<file path="config.mk">
export PLATFORM = sky130hd
export DESIGN_NAME = k_wr_strobe
export DESIGN_NICKNAME = d
export VERILOG_FILES = /design/src/rtl/k_wr_strobe.sv
export SDC_FILE = /design/constraint.sdc
export NUM_CORES = 1
export LEC_CHECK = 0
export BUFFER_PORTS_ARGS = -buffer_cell sky130_fd_sc_hd__buf_2
export CAP_MARGIN = 5
export CORE_UTILIZATION = 45
export DETAILED_ROUTE_END_ITERATION = 6
export PLACE_DENSITY = 0.87
export RECOVER_POWER = 50
export SLEW_MARGIN = 15
export SYNTH_ARGS = -nofsm -noshare
export SYNTH_HDL_FRONTEND = slang
export SYNTH_SLANG_ARGS = --single-unit
</file>
<file path="constraint.sdc">
create_clock -name CLK -period 4.2 [get_ports CLK]
set_input_delay 1.05 -clock CLK [delete_from_list [all_inputs] [get_ports CLK]]
set_output_delay 1.05 -clock CLK [all_outputs]
set_load 0.01 [all_outputs]
</file>
<file path="src/rtl/k_wr_strobe.sv">
// CPU write-strobe generator: qualifies 68k-style write cycles and emits one-hot byte-lane load pulses plus DTACK.
// Optional input synchronizers are enabled by defining STROBE_SYNC_EN (depth SYNC_STAGES).
module k_wr_strobe #(
  parameter int unsigned SYNC_STAGES = 2
) (
  input  logic        CLK,
  input  logic        RESET,
  input  logic        CS,
  input  logic        nAS,
  input  logic        RW,
  input  logic        nUDS,
  input  logic        nLDS,
  input  logic [3:0]  ADDR,
  input  logic [15:0] DIN,
  output logic [15:0] DOUT,
  output logic [15:0] LOADH,
  output logic [15:0] LOADL,
  output logic        nDTACK
);

  localparam int unsigned NREG = 16;

  typedef enum logic [1:0] {IDLE, STROBE, ACK} state_t;

  if (SYNC_STAGES < 2 || SYNC_STAGES > 3) begin : g_bad_sync
    $error("k_wr_strobe: SYNC_STAGES must be 2 or 3");
  end

  logic as_n_s, uds_n_s, lds_n_s, rw_s, cs_s;
  logic sync_vld;

`ifdef STROBE_SYNC_EN
  // Stage vector order {nAS, nUDS, nLDS, RW, CS}; reset leaves the bus looking idle.
  localparam logic [4:0] SYNC_RST = 5'b11100;

  logic [4:0]             sync_q [SYNC_STAGES];
  logic [SYNC_STAGES-1:0] vld_q;

  always_ff @(posedge CLK) begin
    if (RESET) begin
      for (int i = 0; i < int'(SYNC_STAGES); i++) sync_q[i] <= SYNC_RST;
      vld_q <= '0;
    end else begin
      sync_q[0] <= {nAS, nUDS, nLDS, RW, CS};
      for (int i = 1; i < int'(SYNC_STAGES); i++) sync_q[i] <= sync_q[i-1];
      vld_q <= {vld_q[SYNC_STAGES-2:0], 1'b1};
    end
  end

  // The reset fill values must not count as a genuine nAS-high sample.
  assign {as_n_s, uds_n_s, lds_n_s, rw_s, cs_s} = sync_q[SYNC_STAGES-1];
  assign sync_vld = vld_q[SYNC_STAGES-1];
`else
  assign {as_n_s, uds_n_s, lds_n_s, rw_s, cs_s} = {nAS, nUDS, nLDS, RW, CS};
  assign sync_vld = 1'b1;
`endif

  state_t         state, state_nxt;
  logic           armed, armed_nxt;
  logic [NREG-1:0] loadh_nxt, loadl_nxt;
  logic [15:0]    dout_nxt;
  logic           ndtack_nxt;
  logic           qual;

  // Armed only after nAS has been seen high, so a held-low nAS cannot re-trigger.
  assign qual = armed && cs_s && !as_n_s && !rw_s && (!uds_n_s || !lds_n_s);

  always_ff @(posedge CLK) begin
    if (RESET) begin
      state  <= IDLE;
      armed  <= 1'b0;
      LOADH  <= '0;
      LOADL  <= '0;
      DOUT   <= '0;
      nDTACK <= 1'b1;
    end else begin
      state  <= state_nxt;
      armed  <= armed_nxt;
      LOADH  <= loadh_nxt;
      LOADL  <= loadl_nxt;
      DOUT   <= dout_nxt;
      nDTACK <= ndtack_nxt;
    end
  end

  always_comb begin
    state_nxt  = state;
    armed_nxt  = armed;
    loadh_nxt  = '0;
    loadl_nxt  = '0;
    dout_nxt   = DOUT;
    ndtack_nxt = 1'b1;

    if (sync_vld && as_n_s) armed_nxt = 1'b1;

    unique case (state)
      IDLE: begin
        if (qual) begin
          state_nxt = STROBE;
          armed_nxt = 1'b0;
          dout_nxt  = DIN;
          if (!uds_n_s) loadh_nxt = NREG'(1) << ADDR;
          if (!lds_n_s) loadl_nxt = NREG'(1) << ADDR;
        end
      end
      STROBE: begin
        if (!as_n_s) begin
          state_nxt  = ACK;
          ndtack_nxt = 1'b0;
        end else begin
          state_nxt  = IDLE;
        end
      end
      ACK: begin
        if (!as_n_s) ndtack_nxt = 1'b0;
        else         state_nxt  = IDLE;
      end
      default: state_nxt = IDLE;
    endcase
  end

endmodule

</file>
# --- Word level (Yosys, flattened, before mapping) ---
# Cells that the tools add are included.
# W data, S select, Z words.
totals:
  ff_bits: 52
  latchBits: 0
  mem_bits_rw: 0
  romBits: 0
  inputBits: 27
  out_inout_bits: 49
  elab_cells: 38
  memories: 0
op_classes:
  add_sub_neg: 0
  n_mul: 0
  n_div: 0
  n_lt_le_gt_ge: 0
  n_eq_ne: 4
  n_shift: 1
  mux: 8
  bitwise_logic: 3
  reduce_logical: 16
ops:
  columns: ["operator", "count"]
  rows:
  - ["$shl A1 B4 Y16 const A", 1]
  - ["$reduce_or A4 Y1", 2]
  - ["$mux W2", 3]
  - ["$pmux W2 S3", 1]
  - ["$logic_and A1 B1 Y1", 4]
  - ["$logic_not A1 Y1", 4]
  - ["$mux W1", 4]
  - ["$ne A2 B2 Y1 const B", 2]
  - ["$reduce_and A2 Y1", 2]
  - ["$reduce_or A2 Y1", 2]
  - ["$not A1 Y1", 3]
  - ["$eq A2 B1 Y1 const B", 1]
  - ["$eq A2 B2 Y1 const B", 1]
  - ["$logic_not A2 Y1", 1]
  - ["$logic_or A1 B1 Y1", 1]

# --- Logic depth before layout (Yosys ltp) ---
# Gate-level depths: netlist of the first run.
depth:
  depth_word: 6
  mapped_depth: 6
  mapped_depth_nobuf: 5

# --- Worst setup path after synthesis of the first run ---
# OpenSTA, ideal clock, no wires.
synth_timing:
  kind: "input-to-reg"
  from: "input RW"
  to: "register DOUT[10]"
  setup_time_ps: 72
  t_arrival_ps: 2040
  t_required_ps: 4128
  path_slack_ps: 2088
  cell_stages: 6
  path_buffers: 3
  path_cell_list: "and4bb_1 -> buf_6 -> and3_4 -> buf_6 -> buf_12 -> mux2i_1"
synth_via:
  elab_chain_cells: 4
synth_rtl:
  columns: ["item", "line_no", "text"]
  rows:
  - ["start: declaration", "10", "input logic RW,"]
  - ["$logic_not A1 Y1", "66", "assign qual = armed && cs_s && !as_n_s && !rw_s && (!uds_n_s || !lds_n_s);"]
  - ["$logic_and A1 B1 Y1 (2 in a row)", "66", null]
  - ["$reduce_and A2 Y1 (no source line)", null, null]
  - ["end signal: assignment", "81", "DOUT <= dout_nxt;"]
  - ["end: declaration", "15", "output logic [15:0] DOUT,"]
# Every way passes these cells.
# A chain may end at the register's enable or synchronous reset.

# --- Worst setup path in the final report of the first run ---
layout_timing:
  from: "input RESET"
  to: "register LOADL[15]"
layout_via:
  elab_chain_cells: 1
layout_rtl:
  columns: ["item", "line_no", "text"]
  rows:
  - ["start: declaration", "7", "input logic RESET,"]
  - ["$reduce_or A4 Y1 (no source line)", null, null]
  - ["end signal: assignment", "80", "LOADL <= loadl_nxt;"]
  - ["end: declaration", "17", "output logic [15:0] LOADL,"]
# Every way passes these cells.

==> results of run 1 <==
-- layer usage --
layer  global-route usage [%]  up-vias  wire (µm)
met1                    18.86      655       1558
met4                    11.17        0         87
met5                        0        -          0
li1                         -      751          -
met2                    28.03       41       1855
met3                    3.253        6        170
-- logic make-up after synthesis --
group                    count (synthesis)
buffers and inverters                   12
multiplexers                            18
AO/OA/AOI/OAI                            1
adder cells (fa/ha/maj)                  4
AND/OR/NAND/NOR                        102
flip-flops                              52
-- sequential cells by signal (all words and copies together) (netlist names) --
name / flops
DOUT: 16
LOADH: 16
LOADL: 16
state: 2
armed: 1
nDTACK: 1
-- per-stage QoR --
step                      area (µm²)  instances
after global placement          2270        306
after detailed placement        2270        306
after floorplan                 1893        189
after global routing            2323        314
after CTS                       2381        314
final                           2323        314
-- synth_stat cells --
library cell  instances  area share [%]
mux2i_1              18             9.5
or3b_2                1            0.46
nand4_1               8             2.6
buf_12                1             1.1
dfxtp_1              52              55
and2_1                2            0.66
nand2_1              10             2.0
clkbuf_1              5            0.99
inv_1                 4            0.79
and3_4                1            0.59
nor2b_1               4             1.3
o221a_2               1            0.59
nand2b_1             35              12
and4bb_1              1            0.66
buf_6                 2             1.2
ha_1                  4             2.6
nor3_2                1            0.53
nand3_1               1            0.26
nor2_1               38             7.5
-- critical path: stages --
cell      delay, ns
clkbuf_1       0.83
nor2_1         0.22
nand4_1        0.27
nor2_1         0.08
-- path summary, 6_finish.rpt --
path	slack, ns	endpoint	cells after the start	from
min reg2reg	0.47	DOUT[1]	2	DOUT[1]
max reg2reg	2.59	DOUT[12]	4	state[0]
max	1.93	LOADL[15]	4	RESET
min	0.47	DOUT[1]	2	DOUT[1]
-- layout make-up --
class | instances | share of cell area (%)
Multi-Input combinational cell | 125 | 33.39
Clock inverter | 2 | 1.669
Timing Repair Buffer | 75 | 13.68
Tap cell | 50 | 2.693
Sequential cell | 52 | 44.80
Inverter | 4 | 0.6462
Clock buffer | 6 | 3.123
-- where the power goes --
| group | switching [µW] | internal, µW |
|---|---|---|
| clock | 157 | 180 |
| sequential | 2.95 | 498 |
| combinational | 37.4 | 30.2 |
| total | 198 | 708 |
==> results.md, run 1 <==
Status:
- The flow ran to the end, and the final reports show no timing, DRC or antenna violations.

Power and ir drop:
- The power per standard cell area is 389.7 nW/µm².
- Across the VDD grid, the largest voltage drop is 202.9 µV.
- The design draws 905.5 µW.
- The leakage power is 0.0008916 µW.

Synthesis:
- The Yosys step of the flow raised 0 warnings.
- The register area share after synthesis is between 50% and 60%.
- The number of distinct library cell variants in the gate-level netlist after synthesis is 19.
- After Yosys synthesis, full adders, half adders and majority gates account for 2.644% of the synthesized area.
- By area, the combinational part of the netlist is dominated by simple AND/OR/NAND/NOR gates.
- The xor and xnor area share after synthesis is 0%.
- The number of nets in the synthesized netlist is between 200 and 250.
- The synthesized area is 1893 µm².
- The synthesized-area fraction occupied by ao, oa, aoi and oai cells is 0.5948%.
- A synthesized cell averages around 10 µm².
- After technology mapping, the gate count stands at 189.
- The synthesized netlist devotes 28.22% of its cell area to simple gates.
- The count of state elements after synthesis is 52.
- The post-synthesis mux area share is 9.518%.

Placed design:
- The number of port buffers is 75.
- Before CTS, the worst setup slack after placement is 1.790 ns.
- At the end of routability-driven placement, the weighted congestion stood at ~0.84.
- Once detailed placement completed, the half-perimeter wirelength came to 2686 µm.

Clock network:
- The worst-case clock buffer depth is 2.
- The clock sink count is 52.
- Gates resized during post-CTS repair numbered 0.
- TritonCTS created 5 clock buffers.
- The root buffer cell chosen for the clock tree is clkbuf_8.
- Clock-pin slew was measured on the worst setup and hold paths at roughly 0.09 ns.
- TritonCTS built the clock tree.
- The clock reaches the later pin of the worst-skew pair after 0.30 ns.
- Buffers added to address setup during post-CTS repair amount to 0.
- For this design, the CTS-stage hold fixing added 0 buffers.
- The H-tree level count is 2.

Critical path:
- STA classifies the critical path startpoint as a primary input.
- The worst setup path is of the primary input to flop kind.
- STA puts the critical path data required time at ~4.4 ns.
- STA puts the critical path data arrival time at around 2.5 ns.
- STA classifies the critical path endpoint as a flop.
- The peak fanout along the critical path is 40.

Drt:
- The detailed router placed 1453 vias in this run.
- The per-cell routed wire length is roughly 12 µm.
- The violation count after the first detailed-routing iteration is 50.
- The number of routed nets with antenna violations is 0.
- The remaining design rule violation count is 0.
- The number of optimization iterations in the first detailed-route pass is 4.
- The final layout contains routed wiring with a total length of 3672 µm.
- The via-per-instance ratio is 4.627.

GRT:
- The initial antenna violation count is 0.
- The global router's overall resource usage is 16.66%.
- The global-route congestion overflow total is 0.
- The via count of the first global-routing pass came to 1266.
- The global-route wire length before repair is 5430 µm.
- Entering global routing, the biggest net connects 41 pins.

STA:
- Setup repair after global routing left no endpoint under its margin.
- The transition time at the pin with the least slew margin is 1.153 ns.
- Setup slack on the critical path of the routed design comes to 1.933 ns.
- The final-layout worst hold slack is around 0.47 ns.
- Setup violations remaining at the end of the flow were counted as 0.
- The period utilization is 53.98%.
- The relative slew slack is 23.14%.
- The maximum operating frequency is 0.4411 GHz.
- The final hold violation count is 0.
- The number of max-slew violations in the final report was 0.
- The shortest period the worst path allows is about 2.3 ns.
- The clock arrives with 0.009057 ns of skew.
- Adding up every negative setup slack in the final design gives 0 ns.

Floorplanning:
- The die is ~67 µm wide.
- The floorplan has 23 rows.
- Once the floorplan was initialized, standard cells occupied 46.99% of the core.
- The total core area is between 4000 and 5000 µm².
- The die outline height is 66.86 µm.
- The total die area is 4470 µm².
- The count of pins on the block boundary is between 70 and 80.

Layout:
- The fraction of layout cells with a size suffix above 1 is 15.15%.
- The count of inserted antenna diode cells is 0.
- In the layout the commonest cells are dfxtp_1 (52), clkbuf_1 (47), nor2_1 (38).
- Leaving out fill and tap cells, the most frequent cell in the layout is dfxtp_1.
- The multi-input gate area in the final layout is between 700 and 800 µm².
- The net total in the final layout is 294.
- Summing all flip-flop and latch instances after layout gives 1041 µm².
- The area growth from synthesis to layout is 22.74%.
- The core utilization of the finished layout is 57.67%.
- The filler cells instantiated in the layout total 374.

Run:
- The max capacitance violation total is 0.

Hold path:
- The path type of the worst min-delay path is flop to flop.
(Power assumes the default switching activity.)
==> run 2, diff against run 1 <==
- ABC_AREA: unset -> 1
- CORE_UTILIZATION: 45 -> 42
- PLACE_DENSITY: 0.87 -> 0.86
- clock period: 4.2 -> 2 ns (I/O delays scaled with it)
==> run 2 against run 1 <==
Compared with the run above:
- hold slack lost 0.083 ns
- global-route usage is 0.67 points higher
- highest routed layer unchanged
- via count up 1.3%
- sequential power rose by 120%
- register-to-register slack lost 2.3 ns
- sequential share of layout area rose by 2.1 points
==> results.md, run 2 <==
Status:
- Status: finished clean (unchanged).

Drt:
- The aggregate routed wire length was 3621 µm (was 3672 µm).
- The remaining design rule violation count is 0 (unchanged).
- The violation count after the first detailed-routing iteration is 70 (was 50).
- The per-cell routed wire length came to 11.28 µm (was 11.69 µm).
- The number of optimization iterations in the first detailed-route pass is 6 (was 4).
- The vias after detailed routing is 1472 (was 1453).
- The via-per-instance ratio was 4.586 (was 4.627).
- The number of routed nets with antenna violations is 0 (unchanged).

STA:
- The setup total negative slack was 0 ns (unchanged).
- The period utilization is a little over four fifths.
- The worst-case clock skew is 0.006268 ns (was 0.009057 ns).
- The relative slew slack is 76.37% (was 23.14%).
- The final hold violation count was 0 (unchanged).
- The shortest period the worst path allows is 1.680 ns.
- The transition time at the pin with the least slew margin came to 0.3536 ns (was 1.153 ns).
- Unrepaired setup endpoints after global routing: no (unchanged).
- The setup violation total in the final timing report is 0 (unchanged).
- The number of max-slew violations in the final report is 0 (unchanged).
- For this run, the top clock speed supported by timing is 0.5952 GHz.

GRT:
- The global router's overall resource usage came to 17.33% (was 16.66%).
- The via count of the first global-routing pass is 1375 (was 1266).
- The global-route wire length before repair was 5809 µm (was 5430 µm).
- The pin count of the biggest net entering global routing came to 19 (was 41).
- The global-route congestion overflow total was 0 (unchanged).
- The initial antenna violation count is 0 (unchanged).

Hold path:
- The path type of the worst min-delay path is primary input to flop (was flop to flop).
- The sink of the worst hold path is DOUT[1] (unchanged).
- The depth of the worst hold-timing path is 3 (was 2).
- The start point of the worst hold path is DIN[1] (was DOUT[1]).

Critical path:
- The worst flop-to-flop path endpoint was LOADH[2] (was DOUT[12]).
- The beginning of the worst register-to-register path was state[0] (unchanged).
- The slack of the worst reg-to-reg path came to 0.32 ns (was 2.59 ns).
- The worst setup path category was flop to flop (was primary input to flop).
- The launching element type of the critical path is a flop (was primary input).
- The endpoint arrival time on the critical path is 1.91 ns (was 2.46 ns).
- The data required time of the critical path is 2.23 ns (was 4.39 ns).
- The worst reg2reg path depth was 6 (was 4).
- The type of destination of the critical path is a flop (unchanged).
- The peak fanout along the critical path is 18 (was 40).
- The launch point of the critical path is state[0] (was RESET).

Run:
- The max capacitance violation total is 0 (unchanged).

Layout:
- The count of inserted antenna diode cells came to 0 (unchanged).
- The count of filler cells inserted in the layout is 405 (was 374).
- Commonest cells after routing, fill and taps aside: nand2_1 (55), dfxtp_1 (52), clkbuf_1 (46) (was dfxtp_1 (52), clkbuf_1 (47), nor2_1 (38)).
- The fraction of layout cells with a size suffix above 1 came to 23.25% (was 15.15%).
- The most common cell after layout, fill and taps aside is nand2_1 (was dfxtp_1).
- The net total in the final layout is 301 (was 294).
- The relative area change from synthesis to final layout was 22.41% (was 22.74%).
- Largest registers in the final layout: DOUT: 16 flops, LOADH: 16 flops, LOADL: 16 flops (unchanged).

Clock network:
- The worst-case clock buffer depth was 2 (unchanged).
- The TritonCTS clock tree is yes (unchanged).
- The clock latency of the later-clocked register in the worst-skew pair is 0.31 ns (was 0.30 ns).
- The count of hold-fix buffers inserted at cts is 0 (unchanged).
- The post-cts repair resize count was 0 (unchanged).
- The clock root buffer is clkbuf_8 (unchanged).
- The total setup buffers inserted after CTS was 0 (unchanged).
- The CTS clock-pin slew for the worst setup and hold paths is 0.09 ns (about the same).
- The H-tree level count was 2 (unchanged).
- The clock buffer count from CTS is 5 (unchanged).
- The clock sink count is 52 (unchanged).

Synthesis:
- The number of distinct library cell variants in the gate-level netlist after synthesis is 19 (unchanged).
- The area share of the leading cell type in the synthesized netlist came to 57.38% (was 54.99%).
- The dominant cell type by area after synthesis is dfxtp_1 (unchanged).
- The net count after synthesis is 227 (was 220).
- The synthesized area came to 1814 µm² (was 1893 µm²).
- The proportion of synthesized flip-flops having asynchronous set or reset came to 0% (unchanged).
- The count of flip-flops with a built-in enable after synthesis is 0 (unchanged).
- Cell types with the largest area share after synthesis: dfxtp_1 (57%), nand2_1 (11%), nor2_2 (5.9%) (was dfxtp_1 (55%), nand2b_1 (12%), mux2i_1 (9.5%)).
- The count of state elements after synthesis is 52 (unchanged).
- The cell count after synthesis is 196 (was 189).
- The most used flip-flop cell after synthesis is dfxtp_1 (unchanged).
- The cell with the most instances after synthesis was nand2_1 (was dfxtp_1).
- The register area share after synthesis came to 57.38% (was 54.99%).
- The number of warnings printed during yosys synthesis is 0 (unchanged).
- The mean instance size in the synthesized netlist is 9.256 µm² (was 10.02 µm²).
- Leading post-synthesis cells by instance count: nand2_1 (55), dfxtp_1 (52), nor2_2 (17) (was dfxtp_1 (52), nor2_1 (38), nand2b_1 (35)).

Placed design:
- The number of port buffers is 75 (unchanged).
- The global placement routability congestion was 0.7371 (was 0.8446).
- The detailed placer's ending HPWL is 2758 µm (was 2686 µm).

Floorplanning:
- The total die area was 4587 µm² (was 4470 µm²).
- The chip width is 67.73 µm (was 66.86 µm).
- The total core area is 4086 µm² (was 4029 µm²).
- The effective utilization at floorplan came to 44.40% (was 46.99%).
- The die outline height was 67.73 µm (was 66.86 µm).
- The placement row count came to 23 (unchanged).
- The count of pins on the block boundary came to 76 (unchanged).

Power and ir drop:
- The leakage power came to 0.0009698 µW (was 0.0008916 µW).
- The power per standard cell area is 863.9 nW/µm² (was 389.7 nW/µm²).
- The maximum vdd drop came to 448.1 µV (was 202.9 µV).
- The total power consumption of the routed design was 1919 µW (was 905.5 µW).
==> run 2: cell types whose count changed after synthesis, moves of 2 or more <==
cell / delta
nand4_1: +8
nor2_2: +17
nor2_4: +5
nand2_1: +45
nor2b_1: -4
mux2i_1: -18
nand2_4: +2
inv_1: +8
nand3_1: +3
nor2_1: -23
a21oi_1: +2
and2_1: -2
nand2b_1: -35
==> run 2: worst max-delay path by stage <==
stage               endpoint  depth (start not counted)
global route        LOADH[2]                          6
floorplan           DOUT[10]                          8
global placement    LOADH[5]                          6
CTS                 LOADH[2]                          6
detailed placement  LOADH[2]                          6
finish              LOADH[2]                          6
==> run 2: cell families after synthesis <==
group           share of synthesized area, %
compound gates                        0.5517
fa+ha+maj                              2.759
buf+inv                                5.447
flops                                  57.38
simple gates                           33.86
==> run 2: metal layers <==
| metal | routed length, µm | track usage [%] | share of wire (%) |
|---|---|---|---|
| met1 | 1431 | 18.03 | 40 |
| met4 | 106 | 9.840 | 2.9 |
| met3 | 198 | 4.730 | 5.5 |
| met2 | 1885 | 30.94 | 52 |
| met5 | 0 | 0 | 0 |
==> run 2: critical path, cell delays in order, from the launching register on <==
cell,delay [ns]
dfxtp_1,0.34
inv_1,0.11
ha_1,0.18
nand4_1,0.27
nor2_8,0.33
nand2_4,0.23
nor2_1,0.14
==> run 2: per-stage QoR <==
| stage | util (%) | setup WS (ns) | hold WS, ns | std cells | instance area [µm²] |
|---|---|---|---|---|---|
| 3_3_place_gp | 53.89 | 0.4079 | 0.4248 | 313 | 2202 |
| 6_report | 54.35 | 0.3198 | 0.3893 | 321 | 2221 |
| 4_1_cts | 56.12 | 0.4214 | 0.3781 | 321 | 2293 |
| 3_5_place_dp | 53.89 | 0.3540 | 0.4286 | 313 | 2202 |
| 5_1_grt | 54.35 | 0.1615 | 0.3795 | 321 | 2221 |
| 2_1_floorplan | - | 0.6987 | 0.4594 | 196 | 1814 |
==> run 2: area by class of cell <==
type | instances | area [µm²] | area share (%)
Sequential cell | 52 | 1041 | 46.87
Multi-Input combinational cell | 123 | 659.4 | 29.69
Timing Repair Buffer | 75 | 317.8 | 14.31
Clock buffer | 5 | 68.82 | 3.099
Tap cell | 50 | 62.56 | 2.817
Inverter | 13 | 48.80 | 2.197
Clock inverter | 3 | 22.52 | 1.014
==> run 2: where the power goes <==
part	switching [µW]	leakage (µW)	internal, µW	total [µW]
logic	149	0.000502	88.9	238
clock network	343	0.0000485	251	594
registers	20.7	0.000420	1070	1090
